==> src/rtl/clock_set_ctrl.sv <==
// Digital clock with BCD time keeping, field editing, alarm and hourly chime.
// Key pulses step an edit FSM; all display/status outputs are registered.
module clock_set_ctrl #(
    parameter int unsigned CLK_DIV    = 50_000_000,
    parameter int unsigned HOURLY_SEC = 5,
    parameter int unsigned ALARM_SEC  = 30
) (
    input  logic        clk,
    input  logic        rst_N,
    input  logic        key_mode,
    input  logic        key_inc,
    input  logic        key_dec,
    input  logic        disp_on,
    output logic [23:0] number_BCD,
    output logic [2:0]  DTube_en,
    output logic [2:0]  Twinkle_en,
    output logic        HOURLY,
    output logic        ALARM
);

    localparam int unsigned PW  = 26;
    localparam int unsigned ACW = (ALARM_SEC > 1) ? $clog2(ALARM_SEC) : 1;
    localparam logic [PW-1:0]  PRESC_TC = PW'(CLK_DIV - 1);
    localparam logic [ACW-1:0] ALM_TC   = ACW'(ALARM_SEC - 1);

    typedef enum logic [2:0] {
        RUN   = 3'd0,
        SET_H = 3'd1,
        SET_M = 3'd2,
        SET_S = 3'd3,
        ALM_H = 3'd4,
        ALM_M = 3'd5
    } state_t;

    state_t         state, state_nxt;
    logic [7:0]     hh, mm, ss, alm_hh, alm_mm;
    logic [7:0]     hh_nxt, mm_nxt, ss_nxt, alm_hh_nxt, alm_mm_nxt;
    logic [PW-1:0]  presc, presc_nxt;
    logic [ACW-1:0] alm_cnt, alm_cnt_nxt;
    logic           alarm_nxt;
    logic           hour_seen, hour_seen_nxt;

    logic [23:0]    number_nxt;
    logic [2:0]     dtube_nxt, twinkle_nxt;
    logic           hourly_nxt;
    logic [6:0]     ss_bin_nxt;

    logic           tick, key_any, consume, mode_go, adj_inc, adj_dec;

    // BCD increment/decrement wrapping between 00 and top
    function automatic logic [7:0] bcd_inc(input logic [7:0] v, input logic [7:0] top);
        if (v == top)
            return 8'h00;
        if (v[3:0] == 4'd9)
            return {v[7:4] + 4'd1, 4'd0};
        return {v[7:4], v[3:0] + 4'd1};
    endfunction

    function automatic logic [7:0] bcd_dec(input logic [7:0] v, input logic [7:0] top);
        if (v == 8'h00)
            return top;
        if (v[3:0] == 4'd0)
            return {v[7:4] - 4'd1, 4'd9};
        return {v[7:4], v[3:0] - 4'd1};
    endfunction

    // A key pulse that silences the alarm is swallowed entirely
    assign tick    = (state == RUN) && (presc == PRESC_TC);
    assign key_any = key_mode | key_inc | key_dec;
    assign consume = ALARM & key_any;
    assign mode_go = key_mode & ~consume;
    assign adj_inc = key_inc & ~key_dec & ~key_mode & ~consume;
    assign adj_dec = key_dec & ~key_inc & ~key_mode & ~consume;

    always_ff @(posedge clk or negedge rst_N) begin
        if (!rst_N) begin
            state      <= RUN;
            hh         <= 8'h00;
            mm         <= 8'h00;
            ss         <= 8'h00;
            alm_hh     <= 8'h07;
            alm_mm     <= 8'h00;
            presc      <= '0;
            alm_cnt    <= '0;
            hour_seen  <= 1'b0;
            number_BCD <= 24'h000000;
            DTube_en   <= 3'b111;
            Twinkle_en <= 3'b000;
            HOURLY     <= 1'b0;
            ALARM      <= 1'b0;
        end else begin
            state      <= state_nxt;
            hh         <= hh_nxt;
            mm         <= mm_nxt;
            ss         <= ss_nxt;
            alm_hh     <= alm_hh_nxt;
            alm_mm     <= alm_mm_nxt;
            presc      <= presc_nxt;
            alm_cnt    <= alm_cnt_nxt;
            hour_seen  <= hour_seen_nxt;
            number_BCD <= number_nxt;
            DTube_en   <= dtube_nxt;
            Twinkle_en <= twinkle_nxt;
            HOURLY     <= hourly_nxt;
            ALARM      <= alarm_nxt;
        end
    end

    always_comb begin : next_state
        state_nxt     = state;
        hh_nxt        = hh;
        mm_nxt        = mm;
        ss_nxt        = ss;
        alm_hh_nxt    = alm_hh;
        alm_mm_nxt    = alm_mm;
        presc_nxt     = '0;
        alm_cnt_nxt   = alm_cnt;
        alarm_nxt     = ALARM;
        hour_seen_nxt = hour_seen;

        if (mode_go) begin
            case (state)
                RUN:     state_nxt = SET_H;
                SET_H:   state_nxt = SET_M;
                SET_M:   state_nxt = SET_S;
                SET_S:   state_nxt = ALM_H;
                ALM_H:   state_nxt = ALM_M;
                default: state_nxt = RUN;
            endcase
        end

        case (state)
            RUN: begin
                if (tick) begin
                    ss_nxt = bcd_inc(ss, 8'h59);
                    if (ss == 8'h59) begin
                        mm_nxt = bcd_inc(mm, 8'h59);
                        if (mm == 8'h59) begin
                            hh_nxt        = bcd_inc(hh, 8'h23);
                            hour_seen_nxt = 1'b1;
                        end
                    end
                end
            end
            SET_H: begin
                if (adj_inc)      hh_nxt = bcd_inc(hh, 8'h23);
                else if (adj_dec) hh_nxt = bcd_dec(hh, 8'h23);
            end
            SET_M: begin
                if (adj_inc)      mm_nxt = bcd_inc(mm, 8'h59);
                else if (adj_dec) mm_nxt = bcd_dec(mm, 8'h59);
            end
            SET_S: begin
                if (adj_inc)      ss_nxt = bcd_inc(ss, 8'h59);
                else if (adj_dec) ss_nxt = bcd_dec(ss, 8'h59);
            end
            ALM_H: begin
                if (adj_inc)      alm_hh_nxt = bcd_inc(alm_hh, 8'h23);
                else if (adj_dec) alm_hh_nxt = bcd_dec(alm_hh, 8'h23);
            end
            ALM_M: begin
                if (adj_inc)      alm_mm_nxt = bcd_inc(alm_mm, 8'h59);
                else if (adj_dec) alm_mm_nxt = bcd_dec(alm_mm, 8'h59);
            end
            default: ;
        endcase

        // Prescaler only runs across consecutive RUN cycles, so re-entry restarts it at 0
        if (state == RUN && state_nxt == RUN)
            presc_nxt = tick ? '0 : presc + PW'(1);

        if (ALARM) begin
            if (consume || state_nxt != RUN) begin
                alarm_nxt = 1'b0;
            end else if (tick) begin
                if (alm_cnt == ALM_TC)
                    alarm_nxt = 1'b0;
                else
                    alm_cnt_nxt = alm_cnt + ACW'(1);
            end
        end
        if (tick && hh_nxt == alm_hh && mm_nxt == alm_mm && ss_nxt == 8'h00) begin
            alarm_nxt   = 1'b1;
            alm_cnt_nxt = '0;
        end
    end

    // Output values are decoded from next-state so they land together with the state change
    always_comb begin : output_decode
        number_nxt  = {hh_nxt, mm_nxt, ss_nxt};
        dtube_nxt   = disp_on ? 3'b111 : 3'b000;
        twinkle_nxt = 3'b000;
        case (state_nxt)
            SET_H: twinkle_nxt = 3'b100;
            SET_M: twinkle_nxt = 3'b010;
            SET_S: twinkle_nxt = 3'b001;
            ALM_H: begin
                twinkle_nxt = 3'b100;
                number_nxt  = {alm_hh_nxt, alm_mm_nxt, 8'h00};
                dtube_nxt   = disp_on ? 3'b110 : 3'b000;
            end
            ALM_M: begin
                twinkle_nxt = 3'b010;
                number_nxt  = {alm_hh_nxt, alm_mm_nxt, 8'h00};
                dtube_nxt   = disp_on ? 3'b110 : 3'b000;
            end
            default: ;
        endcase
        ss_bin_nxt = 7'(ss_nxt[7:4]) * 7'd10 + 7'(ss_nxt[3:0]);
        hourly_nxt = (state_nxt == RUN) && (mm_nxt == 8'h00) &&
                     (32'(ss_bin_nxt) < HOURLY_SEC) && hour_seen_nxt;
    end

endmodule

==> config.mk <==
export PLATFORM = sky130hd
export DESIGN_NAME = clock_set_ctrl
export DESIGN_NICKNAME = d
export VERILOG_FILES = /design/src/rtl/clock_set_ctrl.sv
export SDC_FILE = /design/constraint.sdc
export NUM_CORES = 1
export LEC_CHECK = 0
export CORE_AREA = 2 2 132 134
export CTS_BUF_LIST = sky130_fd_sc_hd__clkbuf_8
export DETAILED_ROUTE_END_ITERATION = 8
export DIE_AREA = 0 0 134 136
export GPL_TIMING_DRIVEN = 0
export MAX_ROUTING_LAYER = met4
export PLACE_DENSITY_LB_ADDON = 0.05
export SYNTH_ARGS = -nofsm -noshare
export SYNTH_HDL_FRONTEND = slang
export SYNTH_SLANG_ARGS = --single-unit
==> constraint.sdc <==
create_clock -name clk -period 7 [get_ports clk]
set_clock_uncertainty 0.05 [all_clocks]
set_input_delay 0.7 -clock clk [delete_from_list [all_inputs] [get_ports clk]]
set_output_delay 0.7 -clock clk [all_outputs]
set_load 0.1 [all_outputs]
# Yosys cells after proc, flatten, opt, wreduce, memory -nomap -nowiden
# Cells that the tools add are included.
# W data, S select, Z words.
[totals]
reg_bits = 107
input_bits = 6
out_inout_bits = 32
word_cells = 300
[op_classes]
n_addsub = 23
mul = 1
magnitude_cmp = 1
n_eq_ne = 26
n_mux = 191
bitwise_logic = 14
n_reduce_logical = 30
[ops]
columns = ["cell", "count"]
rows = [
  ["$mux W8", 64],
  ["$mux W1", 110],
  ["$logic_not A8 Y1", 7],
  ["$mux W26", 2],
  ["$pmux W8 S2", 3],
  ["$add A4 B1 Y4 const B", 10],
  ["$sub A4 B1 Y4 const B", 10],
  ["$add A26 B1 Y26 const B", 1],
  ["$eq A26 B26 Y1 const B", 1],
  ["$mux W5", 5],
  ["$eq A8 B7 Y1 const B", 3],
  ["$mux W24", 1],
  ["$eq A4 B4 Y1 const B", 5],
  ["$logic_not A4 Y1", 5],
  ["$eq A8 B6 Y1 const B", 2],
  ["$eq A8 B8 Y1", 2],
  ["$pmux W3 S5", 1],
  ["$eq A3 B2 Y1 const B", 4],
  ["$eq A3 B3 Y1 const B", 4],
  ["$mux W3", 4],
  ["$pmux W3 S3", 1],
  ["$and A1 B1 Y1", 8],
  ["$logic_and A1 B1 Y1", 8],
  ["$add A7 B4 Y7", 1],
  ["14 further kinds", 24],
]

# Longest topological paths before layout
[logic_depth]
depth_word = 23
depth_mapped = 21
depth_no_buf = 19

# Worst setup path after synthesis
# No wires, ideal clock.
[synth_path]
kind = "register -> register"
from = "register ALARM"
to = "register HOURLY"
setup_time_ps = 101
arrival_time_ps = 4629
required_time_ps = 6849
path_slack_ps = 2220
stages_incl_launch_ff = 15
path_cell_list = "dfrtp_1 > nor4b_2 > buf_2 > clkbuf_1 > and2_1 > a31oi_1 > o21ai_0 > o311ai_0 > ha_1 > ha_1 > fa_1 > o41ai_1 > nand4_1 > or4_2 > nor4_1"
[synth_between]
elab_chain_len = 11
elab_cells_between_ends = 20
cone_classes = "1 x add/sub; 1 x mul; 1 x order compare; 7 x mux; 5 x bitwise; 5 x reduce/logical"
[synth_lines]
columns = ["element", "line", "rtl"]
rows = [
  ["start: declaration", "18", "output logic ALARM"],
  ["start signal: assignment", "105", "ALARM <= alarm_nxt;"],
  ["$and A1 B1 Y1 *", "70", "assign consume = ALARM & key_any;"],
  ["$not A1 Y1 *", "72, 73", ""],
  ["$and A1 B1 Y1", "73", "assign adj_dec = key_dec & ~key_inc & ~key_mode & ~consume;"],
  ["$mux W8", "155", "else if (adj_dec) ss_nxt = bcd_dec(ss, 8'h59);"],
  ["$mux W8 *", "154", "if (adj_inc) ss_nxt = bcd_inc(ss, 8'h59);"],
  ["$pmux W8 S2 *", "132", "case (state)"],
  ["via ss_nxt[6]", "37", "logic [7:0] hh_nxt, mm_nxt, ss_nxt, alm_hh_nxt, alm_mm_nxt;"],
  ["$mul A4 B3 Y6 *", "209", "ss_bin_nxt = 7'(ss_nxt[7:4]) * 7'd10 + 7'(ss_nxt[3:0]);"],
  ["$add A7 B4 Y7 *", "209", ""],
  ["$lt A7 B3 Y1 *", "211", "(32'(ss_bin_nxt) < HOURLY_SEC) && hour_seen_nxt;"],
  ["$logic_and A1 B1 Y1 *", "210", "hourly_nxt = (state_nxt == RUN) && (mm_nxt == 8'h00) &&"],
  ["$logic_and A1 B1 Y1 *", "211", ""],
  ["via hourly_nxt", "45", "logic hourly_nxt;"],
  ["end signal: assignment", "104", "HOURLY <= hourly_nxt;"],
  ["end: declaration", "17", "output logic HOURLY,"],
]
# Mark *: on every way through the listed nets, which the timed path passes. The rest lies on a longest branch.
# A chain may end at the register's enable or synchronous reset.

# Worst setup path in the final report
[layout_path]
from = "input key_mode"
to = "register HOURLY"
[layout_between]
elab_chain_len = 13
elab_cells_between_ends = 25
cone_classes = "1 x add/sub; 1 x mul; 1 x order compare; 7 x mux; 10 x bitwise; 5 x reduce/logical"
[layout_lines]
columns = ["element", "line", "rtl"]
rows = [
  ["start: declaration", "10", "input logic key_mode,"],
  ["$or A1 B1 Y1 (2 in a row)", "69", "assign key_any = key_mode | key_inc | key_dec;"],
  ["$and A1 B1 Y1", "70", ""],
  ["$not A1 Y1", "72, 73", ""],
  ["$and A1 B1 Y1", "73", ""],
  ["$mux W8", "155", ""],
  ["$mux W8 *", "154", ""],
  ["$pmux W8 S2 *", "132", ""],
  ["via ss_nxt[6]", "37", ""],
  ["$mul A4 B3 Y6 *", "209", ""],
  ["$add A7 B4 Y7 *", "209", ""],
  ["$lt A7 B3 Y1 *", "211", ""],
  ["$logic_and A1 B1 Y1 *", "210", ""],
  ["$logic_and A1 B1 Y1 *", "211", ""],
  ["via hourly_nxt", "45", ""],
]
# Marks and branches as above.

==> impl_metrics.ini <==
[cells_and_area]
layout-drive-gt1-share_pct = 8.35
layout_common_cells = 118 x nor2_1, 101 x dfrtp_1, 70 x nand2_1, 50 x a21oi_1, 48 x o21ai_0
area_growth_pct = 11.6
final_common_cell = nor2_1
antennaDiodeCount = 0
fin_nets = 978
final_cell_count_no_fill = 1159

[global_routing]
grt_usage_pct = 25.9
grt_pass1_wl_mm = 35.9
grt_max_degree = 66
first_global_vias = 6664
overflow = 0
antenna_found_initial = 0

[timing]
rsz0062_at_grt = false
maxSlewHeadroom_pct = 19.5
min_period_over_period_pct = 89.6
fmax_mhz = 159
finalCriticalPeriod_ps = 6270
tightest_slew_ps = 1200
hold_viol = 0
setup_viol = 0
slew_violations = 0
tns_ps = 0

[place]
gp_congestion = 0.873
place_hpwl_mm = 16.7
dp_cells = 1143
io_buffers = 37

[clock_tree]
cts_resized = 0
post-cts-setup-buffers = 0
numCtsBuffers = 9
cts_tree = yes
holdBufCountCts = 0
htree_num_levels = 3
insertion_delay_ps = 400
clk_pin_slew_ps = 110
clock_sink_count = 106
clk_root_buffer_cell = clkbuf_8
cts_buffer_depth = 2

[critical_path]
critPathBufInv = 3
crit_path_end_kind = register
startpoint_type = input port
path_max_fanout = 10
crit_slowest_cell = nor4b_2
crit_arrival_ps = 6520
cp_top_family = simple AND/OR/NAND/NOR gates
cpMostUsedCell = ha_1
required_ps = 7250
path_cells = clkdlybuf4s50_1, nor4b_2, buf_2, clkbuf_1, and2_1, a31oi_1, o21ai_0, o311ai_0, ha_1, ha_1, fa_1, o41ai_1, nand4_1, or4_2, nor4_1
critPathKind = in -> reg
cpPeakStageDelay_ps = 1060

[floorplan]
core_um2 = 16900
boundaryPins = 38
dieWidth_um = 134
die-area_um2 = 18200
rows = 48
initial_core_util_pct = 44.3
die_y_um = 136

[yosys]
synth-edff-count = 0
syn_nets = 929
synth-seq-cells = 106
yosys_warnings = 0
syn_avg_cell_area_um2 = 8.50
synth.distinct_cells = 85
synthCells = 880
synth_area_um2 = 7480
ys.flop_type = dfrtp_1
synthArstFlopShare_pct = 100
synth_seq_area_share_pct = 35.6

[routing]
drc = 0
drt_iter0_markers = 458
postRouteAntennaNets = 0
wirelength_mm = 22.3
routedWlPerCell_um = 19.2
vias_per_cell = 5.90
drtPass1Iterations = 6
via_count = 6836

[power_and_ir_drop]
p_per_area_nw_per_um2 = 415
vdd_drop_max_v = 0.000272
power.leakage_nw = 3.44
total_power_mw = 3.46

[outcome]
status = completed

[hold_path]
hold_path_class = in -> async

[flow_run]
max_cap_violations = 0
## report_power, final
part	switching (mW)	internal, mW	leakage (nW)	total, mW
Combinational	1.50	0.655	1.96	2.16
Sequential	0.143	0.784	1.39	0.927
Clock	0.241	0.136	0.0961	0.377
Total	1.89	1.58	3.44	3.46
## cells in the mapped netlist, drive strengths merged, types with 5 or more instances
master    n  area (um^2)
nor2b    10         62.6
o21ai    50          250
nor3     28          156
ha       41          513
inv      37          139
mux2i     6         60.1
nor4     11          105
nor2    121          462
or3       9         56.3
and3b     6         53.8
a21oi    50          250
o211ai   11         82.6
mux2      8         90.1
a211oi   11         87.6
a21o      5         37.5
nand4    23          144
nor4b     6         58.8
or2       7         43.8
and2     15         95.1
o22ai     9         56.3
nand2b    7         43.8
xnor2    22          193
clkbuf   34          128
buf      14         83.8
dfrtp   101         2530
and3      8         50.1
nor3b     8         60.1
a31oi    15          100
xor2     23          201
o32ai     6         52.6
dfstp     5          131
nand2    71          283
nand3    32          165
## worst register-to-register path, cell delays in order (launching register included)
cell	delay, ps
dfrtp_1	480
nor4b_2	1000
buf_2	400
clkbuf_1	520
and2_1	260
a31oi_1	80
o21ai_0	80
o311ai_0	380
ha_1	340
ha_1	190
fa_1	490
o41ai_1	540
nand4_1	130
or4_2	550
nor4_1	250
## layout make-up
class                      count  area [um^2]
inverter                      37          139
tap                          225          282
timing repair buffer          38          395
fill                        1640         8530
buffer                        48          211
clock buffer                   9          124
clock inverter                 7         60.1
sequential                   106         2660
multi-input combinational    689         4470
## per-layer routing
layer	global-route usage, %	routed length (um)
met2	42.4	10600
met3	3.84	1080
met5	-	0
met4	7.39	422
met1	33.6	10100
## path summary, 6_finish.rpt
| check | end | depth (start not counted) | slack, ps | startpoint |
|---|---|---|---|---|
| setup reg to reg | HOURLY | 14 | 1160 | ALARM |
| hold / removal | ss[5] | 1 | 230 | rst_N |
| setup / recovery | HOURLY | 15 | 730 | key_mode |
| min in group clk | presc[0] | 1 | 440 | presc[0] |
| hold reg to reg | presc[0] | 1 | 440 | presc[0] |
| max in group asynchronous | alm_hh[1] | 2 | 5890 | rst_N |
## through the flow
step | util [%] | cell area, um^2 | setup slack [ps] | hold WS (ps)
floorplan | - | 7480 | 2220 | 354
global placement | 48.2 | 8130 | 272 | 414
detailed placement | 48.3 | 8160 | 355 | 418
CTS | 49.4 | 8340 | 758 | 244
global route | 49.4 | 8340 | 465 | 262
finish | 49.4 | 8340 | 727 | 231
## sequential cells by signal, summed over array words and instances, names as in the netlist
| register | cells |
|---|---|
| HOURLY | 1 |
| Twinkle_en | 3 |
| state | 3 |
| ss | 8 |
| alm_hh | 8 |
| alm_mm | 8 |
| ALARM | 1 |
| DTube_en | 2 |
| hour_seen | 1 |
| number_BCD | 24 |
| alm_cnt | 5 |
| presc | 26 |
| hh | 8 |
| mm | 8 |
## kinds of logic after synthesis
family          share of synthesized area, %
flops                                   35.6
buf+inv                                 4.69
xor+xnor                                5.27
compound gates                          18.1
fa+ha+maj                               7.40
mux                                     2.01
simple gates                            27.0
Power figures use the tool's default switching activity.
